[src/rtl/sdram_memtest_pkg.sv]
// sdram_memtest_pkg: shared state encoding, pattern mode codes and LFSR step
package sdram_memtest_pkg;
  typedef enum logic [2:0] {IDLE, WR_ISSUE, WR_WAIT, RD_ISSUE, RD_WAIT, CHECK, DONE} state_t;
  localparam logic [1:0] MODE_ADDR = 2'd0;
  localparam logic [1:0] MODE_NADDR = 2'd1;
  localparam logic [1:0] MODE_LFSR = 2'd2;
  localparam logic [1:0] MODE_WALK = 2'd3;
  localparam logic [15:0] LFSR_TAPS = 16'hB400;
  function automatic logic [15:0] lfsr_next(input logic [15:0] v);
    return (v >> 1) ^ (v[0] ? LFSR_TAPS : 16'h0000);
  endfunction
endpackage

[src/rtl/sdram_memtest_pattern.sv]
// sdram_memtest_pattern: LFSR sequence register and per-address test word generator
module sdram_memtest_pattern
  import sdram_memtest_pkg::*;
#(
  parameter logic [15:0] LFSR_SEED = 16'hACE1
) (
  input  logic        clk,
  input  logic        reset,
  input  logic        seed_load,
  input  logic        step,
  input  logic [15:0] addr,
  input  logic [1:0]  mode,
  input  logic        invert,
  output logic [15:0] pattern
);
  logic [15:0] lfsr;
  logic [15:0] raw;
  // LFSR restarts from the seed at each phase start so write and read sequences line up
  always_ff @(posedge clk or posedge reset) begin
    if (reset) lfsr <= LFSR_SEED;
    else if (seed_load) lfsr <= LFSR_SEED;
    else if (step) lfsr <= lfsr_next(lfsr);
  end
  // pattern select, then whole-word inversion on odd looped passes
  always_comb begin
    raw = mode == MODE_ADDR ? addr : mode == MODE_NADDR ? ~addr : mode == MODE_LFSR ? lfsr : 16'h0001 << addr[3:0];
    pattern = raw ^ {16{invert}};
  end
endmodule

[src/rtl/sdram_memtest.sv]
// sdram_memtest: write/readback pattern tester driving the sdram controller host port
module sdram_memtest
  import sdram_memtest_pkg::*;
#(
  parameter int          ADDR_W     = 24,
  parameter int          ADDR_LAST  = 255,
  parameter int          WRITE_WAIT = 2,
  parameter int          READ_WAIT  = 2,
  parameter logic [15:0] LFSR_SEED  = 16'hACE1
) (
  input  logic              clk,
  input  logic              reset,
  input  logic              clk_en,
  input  logic              start,
  input  logic [1:0]        mode,
  input  logic              loop,
  output logic              mem_req,
  output logic              mem_we,
  output logic [ADDR_W-1:0] mem_addr,
  output logic [15:0]       mem_din,
  output logic [1:0]        mem_ds,
  input  logic [15:0]       mem_dout,
  output logic              busy,
  output logic              done,
  output logic              pass,
  output logic [15:0]       err_count,
  output logic [ADDR_W-1:0] fail_addr,
  output logic [15:0]       fail_exp,
  output logic [15:0]       fail_got,
  output logic [7:0]        pass_count
);
  state_t state, state_n;
  logic [ADDR_W-1:0] addr, addr_q;
  logic [7:0] cnt;
  logic [1:0] mode_q;
  logic inv, we_q;
  logic [15:0] pat, din_q;
  logic go, fire, last, wait_hit, rerun, seed_load, step;

  sdram_memtest_pattern #(.LFSR_SEED(LFSR_SEED)) u_pattern (
    .clk(clk), .reset(reset), .seed_load(seed_load), .step(step),
    .addr(addr[15:0]), .mode(mode_q), .invert(inv), .pattern(pat)
  );

  assign go = start && !busy && (state == IDLE || state == DONE);
  assign fire = clk_en && (state == WR_ISSUE || state == RD_ISSUE);
  assign last = addr == ADDR_W'(ADDR_LAST);
  assign wait_hit = clk_en && cnt == (state == WR_WAIT ? 8'(WRITE_WAIT - 1) : 8'(READ_WAIT - 1));
  assign rerun = state == DONE && busy && loop;
  // request is only raised in a cycle that is already an issue state, so it is exactly one strobe wide
  assign mem_req = fire;
  assign mem_we = fire ? state == WR_ISSUE : we_q;
  assign mem_addr = fire ? addr : addr_q;
  assign mem_din = fire ? pat : din_q;
  assign mem_ds = 2'b11;
  assign pass = done && err_count == 16'd0;

  // state register
  always_ff @(posedge clk or posedge reset) begin
    if (reset) state <= IDLE;
    else state <= state_n;
  end

  // next state plus address/LFSR sequencing controls
  always_comb begin
    state_n = state;
    seed_load = 1'b0;
    step = 1'b0;
    case (state)
      IDLE: if (go) begin state_n = WR_ISSUE; seed_load = 1'b1; end
      WR_ISSUE: if (fire) state_n = WR_WAIT;
      WR_WAIT: if (wait_hit) begin state_n = last ? RD_ISSUE : WR_ISSUE; seed_load = last; step = !last; end
      RD_ISSUE: if (fire) state_n = RD_WAIT;
      RD_WAIT: if (wait_hit) state_n = CHECK;
      CHECK: begin state_n = last ? DONE : RD_ISSUE; step = !last; end
      DONE: if (go || rerun) begin state_n = WR_ISSUE; seed_load = 1'b1; end
      default: state_n = IDLE;
    endcase
  end

  // datapath: address walk, wait counting, held bus values, result capture
  always_ff @(posedge clk or posedge reset) begin
    if (reset) begin
      addr <= '0;
      addr_q <= '0;
      cnt <= 8'd0;
      mode_q <= 2'd0;
      inv <= 1'b0;
      we_q <= 1'b0;
      din_q <= 16'd0;
      busy <= 1'b0;
      done <= 1'b0;
      err_count <= 16'd0;
      fail_addr <= '0;
      fail_exp <= 16'd0;
      fail_got <= 16'd0;
      pass_count <= 8'd0;
    end else begin
      if (seed_load) addr <= '0;
      else if (step) addr <= addr + 1'b1;
      if ((state == WR_WAIT || state == RD_WAIT) && clk_en) cnt <= wait_hit ? 8'd0 : cnt + 8'd1;
      if (fire) begin
        we_q <= state == WR_ISSUE;
        addr_q <= addr;
        din_q <= pat;
      end
      if (state == CHECK) begin
        if (mem_dout != pat) begin
          if (err_count != 16'hFFFF) err_count <= err_count + 16'd1;
          if (err_count == 16'd0) begin
            fail_addr <= addr;
            fail_exp <= pat;
            fail_got <= mem_dout;
          end
        end
        if (last) begin
          done <= 1'b1;
          pass_count <= pass_count + 8'd1;
          busy <= loop;
        end
      end
      if (state == DONE && busy && !loop) busy <= 1'b0;
      if (rerun) begin
        inv <= ~inv;
        done <= 1'b0;
      end
      if (go) begin
        mode_q <= mode;
        inv <= 1'b0;
        busy <= 1'b1;
        done <= 1'b0;
        err_count <= 16'd0;
        fail_addr <= '0;
        fail_exp <= 16'd0;
        fail_got <= 16'd0;
      end
    end
  end
endmodule

[config.mk]
export PLATFORM = sky130hd
export DESIGN_NAME = sdram_memtest
export DESIGN_NICKNAME = d
export VERILOG_FILES = /design/src/rtl/sdram_memtest_pkg.sv /design/src/rtl/sdram_memtest_pattern.sv /design/src/rtl/sdram_memtest.sv
export SDC_FILE = /design/constraint.sdc
export NUM_CORES = 1
export LEC_CHECK = 0
export CELL_PAD_IN_SITES_DETAIL_PLACEMENT = 0
export CELL_PAD_IN_SITES_GLOBAL_PLACEMENT = 1
export CORE_ASPECT_RATIO = 1.2
export CORE_MARGIN = 2
export CORE_UTILIZATION = 38
export DETAILED_ROUTE_END_ITERATION = 6
export PLACE_DENSITY_LB_ADDON = 0.1
export SLEW_MARGIN = 15
export SYNTH_ARGS = -nofsm -noshare
export SYNTH_HDL_FRONTEND = slang
export SYNTH_SLANG_ARGS = --single-unit
export TNS_END_PERCENT = 10
[constraint.sdc]
create_clock -name clk -period 5.5 [get_ports clk]
set_input_delay 1.1 -clock clk [delete_from_list [all_inputs] [get_ports clk]]
set_output_delay 1.1 -clock clk [all_outputs]
set_load 0.05 [all_outputs]
[After elaboration in Yosys (flattened, before gate mapping)]
Cells that the tools add are included.
Word-level totals
  bits in registers: 177
Cells by class
  equality and inequality tests: 18
  add/sub/neg operators: 4
  mux-type cells: 53
  reduce and logical (&&, ||, !) cells: 35
  shifts and indexed selects: 1
  bitwise operators: 4
Operators with widths (count)
  $mux W16: 19
  $mux W24: 7
  $add A24 B1 Y24 const B: 1
  $eq A24 B8 Y1 const B: 1
  $mux W3: 7
  $pmux W3 S7: 1
  $add A16 B1 Y16 const B: 1
  $add A8 B1 Y8 const B: 2
  $logic_not A16 Y1: 1
  $ne A16 B16 Y1: 1
  $ne A16 B16 Y1 const B: 1
  $not A16 Y16: 1
  $shl A1 B4 Y16 const A: 1
  $xor A15 B16 Y16: 1
  $xor A16 B16 Y16: 1
  $mux W1: 15
  $reduce_bool A2 Y1: 6
  $reduce_bool A3 Y1: 4
  $ne A2 B2 Y1 const B: 5
  $eq A3 B3 Y1 const B: 3
  $logic_and A1 B1 Y1: 9
  $eq A8 B1 Y1 const B: 1
  $mux W8: 1
  $eq A3 B2 Y1 const B: 2
  other kinds (15): 23

[Logic depth before layout (Yosys ltp)]
  word-level depth: 9
  mapped depth: 13
  mapped depth without buffers: 10

[Cells and area by module]
From an unflattened synthesis, not the netlist that was laid out.
Unflattened totals
  cell total of the unflattened synthesis: 888
  area, all modules: 8772.2 µm²
By module, submodules not included
  sdram_memtest: seq. area each 4028.9 µm², area an instance 7327.0 µm², instances 1, cells each 720
  sdram_memtest_pattern: seq. area each 410.4 µm², area an instance 1445.1 µm², instances 1, cells each 168

[Worst setup path after synthesis]
No wires, ideal clock.
  kind: reg-to-output
  from: register inv
  to: output mem_din[0]
  required time: 4.400 ns
  cell stages (with the launch flop): 6
  path buffers: 3
  slack: 1.604 ns
  data arrival time: 2.796 ns
  cell sequence: dfrtp_1 > clkbuf_1 > buf_1 > buf_1 > xnor2_1 > o21ai_0
On the way
  longest elaborated chain between the ends: 2
RTL lines
  start: declaration: RTL line sdram_memtest.sv:36  | logic inv, we_q;
  start signal: assignment: RTL line sdram_memtest.sv:124  | inv <= ~inv;
  $xor A16 B16 Y16: RTL line sdram_memtest_pattern.sv:27  | pattern = raw ^ {16{invert}};
  $mux W16
  end: declaration: RTL line sdram_memtest.sv:20  | output logic [15:0] mem_din,
No other way between the ends.

[Final worst setup path]
  from: register mode_q[1]
  to: output mem_din[13]
On the way
  longest elaborated chain between the ends: 6
  elaborated cells between the ends (all ways): 8
  those cells by class: 2 x eq/ne; 4 x mux; 1 x bitwise; 1 x reduce/logical
RTL lines
  start: declaration: RTL line sdram_memtest.sv:35  | logic [1:0] mode_q;
  start signal: assignment: RTL line sdram_memtest.sv:128  | mode_q <= mode;
  $eq A2 B2 Y1: RTL line sdram_memtest_pattern.sv:26  | raw = mode == MODE_ADDR ? addr : mode == MODE_NADDR ? ~addr : mode == MODE_LFSR ? lfsr : 16'h0001 << addr[3:0] ...
  $mux W16 (2 in a row): RTL line sdram_memtest_pattern.sv:26
  $mux W16 *: RTL line sdram_memtest_pattern.sv:26
  $xor A16 B16 Y16 *: RTL line sdram_memtest_pattern.sv:27
  $mux W16 *
Mark *: on every way between the ends. The rest lies on a longest branch, timed or not.

==> metrics <==
status=complete, no violations; maximum net fanout on the critical path=15; CP arrival=3.54 ns; layout net count=1,071; Initial Util=0.385; Final Hold Viols=0; worst flop-to-flop path startpoint=mode_q[0]$_DFFE_PP0P_; clock-pin slew on the worst setup and hold paths=0.07 ns; global-route wire length before repair=39.6 mm; flops & latches, synth=177; critical path type=reg2out; Worst R2R Setup Slack=1.65 ns; Cell Pwr Density=591 nW/um2; Worst path depth=5; via count of the first global-routing pass=6,846; fin cells=1,371; max-slew violation count=0; Final ANT Viol Nets=0; max cap viols=0; post-synth top area share=0.463; Boundary Pins=150; DR WL met2=12.7 mm; Area Growth Syn to Fin=26.0%; fmax=215 MHz; GRT Total Usage=0.199; pin count of the biggest net entering global routing=117; Hold Startpoint=cnt[7]$_DFFE_PP0P_; top post-synthesis cells by area=dfrtp_1 46%, mux2i_1 6.3%, mux2_2 5.7%, nand2_1 4.6%, xnor2_1 3.5%; Worst setup SP type=flip-flop; CP top delay family=compound AO/OA/AOI/OAI gates; combinational group share of total power=0.517; CP Cell Sequence=mux2_2, o21ai_0, xor2_1, o21ai_0, clkdlybuf4s50_1; core area=23,700 um2; routed wire length=24.9 mm; reg2reg path depth=8; number of clock sinks=177; CP most frequent cell=o21ai_0; GPL Wtd Cong=0.801; Seq/Total Area, Yosys=0.486; Setup crit end kind=output port; worst skew pair latency=0.43 ns; post-layout minimum cycle time=4.64 ns; Num CTS Buffers=17; crit-path max cell delay=0.87 ns; I/O Buffers=147; Max transition margin=0.312; Post-synth EDFFs=0; post-synthesis async set-or-reset flop share=1.00; Sw Share=0.467; DR vias/cell=5.01; Pleak=4.98 nW; Synth Flop Type=dfrtp_1; Final period util=0.845; Reg power frac=0.298; Crit-path slowest cell=clkdlybuf4s50_1; VDD IR max=273 uV; via count=6,870; DP Wirelength=17.1 mm; initial antenna violation count=1; DR iter-0 viols=398; Yosys cell types=61; Die X=145 um; Yosys top cell by area=dfrtp_1; drt drc=0; Clk network pwr share=0.185; most frequent cells in the layout=169 x dfrtp_1, 147 x clkdlybuf4s50_1, 111 x nand2_1; Netlist Area Pre-Place=9130 um2; Die ar.=25,300 um2; Met1 Wirelength=10.8 mm; Layout Skew=0.0129 ns; Ys Warns=0; # hold bufs at CTS=0; GRT overflow=0; setup_tns=0 ns; post-CTS setup buffer count=0; Fill cells=2,274; Die Span Y=174 um; max layer used=met4; commonest non-fill, non-tap cell in the layout=dfrtp_1; Buf+Inv Stages, Crit Path=1; Syn Area/Cell=9.94 um2; net switching power=0.00317 W; DRT Pass-1 Iters=4; # setup viols final=0; RSZ-0062 raised after global routing=no; post-cts resize count=0; Gate Count Post-Synth=918; Critical Path RT=4.40 ns; reg-to-reg endpoint=fail_addr[0]$_DFFE_PP0P_; source of the critical timing path=mode_q[1]$_DFFE_PP0P_; DR WL met3=1.14 mm; CTS tree=yes; Internal=0.00363 W; Power, Total=0.00680 W; Final Util=0.485; fraction of layout cells with a size suffix above 1=0.117; wire length per cell=18.1 um; clock tree buffer depth=2; Cell Rows=62; clock root cell=clkbuf_16; Slew @ Worst Pin=1.03 ns; H-Tree Depth=4; critical path endpoint=mem_din[13]; class of the worst hold path=reg2reg; Post-Place Cells=1,338
-- cell families after synthesis --
| family | count (synthesis) | synth area share |
|---|---|---|
| DFF | 177 | 0.486 |
| buffers and inverters | 115 | 0.0536 |
| xor gates and xnor gates | 61 | 0.0585 |
| other | 1 | 0.000411 |
| AOI/OAI and AO/OA | 143 | 0.102 |
| and+or+nand+nor | 300 | 0.154 |
| muxes | 110 | 0.130 |
| adders and majority gates | 11 | 0.0151 |
-- final cells by class --
cell class / instances / area [um2] / share of cell area
antenna: 1 / 2.50 / 0.000218
clock buffer: 21 / 460 / 0.0400
clock inverter: 11 / 146 / 0.0127
inverter: 54 / 206 / 0.0179
multi-input combinational: 627 / 4240 / 0.369
sequential: 177 / 4440 / 0.386
tap: 320 / 400 / 0.0348
timing repair buffer: 160 / 1610 / 0.140
-- how the worst min path moves through the flow --
stage | endpoint | depth (start not counted)
finish | cnt[7]$_DFFE_PP0P_ | 1
global route | pass_count[7]$_DFFE_PP0P_ | 1
CTS | cnt[7]$_DFFE_PP0P_ | 1
detailed placement | cnt[7]$_DFFE_PP0P_ | 1
global placement | cnt[7]$_DFFE_PP0P_ | 1
floorplan | cnt[7]$_DFFE_PP0P_ | 1
-- flip-flops by register name, indices dropped and copies added (netlist names), 16 cells and up --
name	count
fail_addr	24
err_count	16
fail_exp	16
u_pattern.lfsr	16
addr	24
fail_got	16
din_q	16
addr_q	24
-- layer usage --
metal | up-vias | global-route usage
met2 | 133 | 0.346
li1 | 3391 | -
met1 | 3331 | 0.254
met3 | 15 | 0.0424
met4 | 0 | 0.0490
met5 | - | 0
-- per-stage QoR --
step	setup slack [ns]	hold slack, ns	instance area (um2)
2_1_floorplan	1.60	0.437	9140
3_3_place_gp	1.17	0.454	10900
3_5_place_dp	1.10	0.455	10900
4_1_cts	0.795	0.468	11500
5_1_grt	0.600	0.490	11500
6_report	0.855	0.461	11500
-- synthesized netlist by cell type, types with 2 or more instances --
| library cell | instances |
|---|---|
| mux2_2 | 46 |
| and2_1 | 3 |
| nand2b_1 | 5 |
| buf_4 | 6 |
| nor2_1 | 83 |
| buf_1 | 5 |
| and4_1 | 6 |
| or3b_2 | 2 |
| dfstp_2 | 8 |
| a31oi_1 | 2 |
| o21ai_1 | 3 |
| nand4_1 | 13 |
| nand2_1 | 111 |
| o22ai_1 | 9 |
| or2_2 | 6 |
| nor3_1 | 8 |
| nor4_1 | 10 |
| o221ai_1 | 10 |
| nor2b_1 | 7 |
| buf_6 | 3 |
| or4_1 | 2 |
| mux2_1 | 2 |
| clkbuf_1 | 37 |
| o32a_1 | 2 |
| xor2_1 | 25 |
| ha_1 | 11 |
| nand3_1 | 16 |
| xnor2_1 | 36 |
| mux2i_1 | 57 |
| o22ai_2 | 2 |
| a211oi_1 | 5 |
| mux2_4 | 5 |
| buf_2 | 10 |
| dfrtp_1 | 169 |
| a21oi_1 | 22 |
| or3_1 | 6 |
| o21a_1 | 2 |
| and4b_1 | 3 |
| a22o_1 | 14 |
| and3b_1 | 2 |
| o21ai_0 | 59 |
| and3_1 | 13 |
| inv_1 | 54 |
-- power by group through the flow --
stage / logic [W] / registers (W) / clock network, W
floorplan: 0.00179 / 0.00267 / 0
global placement: 0.00355 / 0.00205 / 0
detailed placement: 0.00356 / 0.00205 / 0
CTS: 0.00357 / 0.00203 / 0.00130
global route: 0.00376 / 0.00209 / 0.00135
finish: 0.00352 / 0.00203 / 0.00126
(Power assumes the default switching activity.)
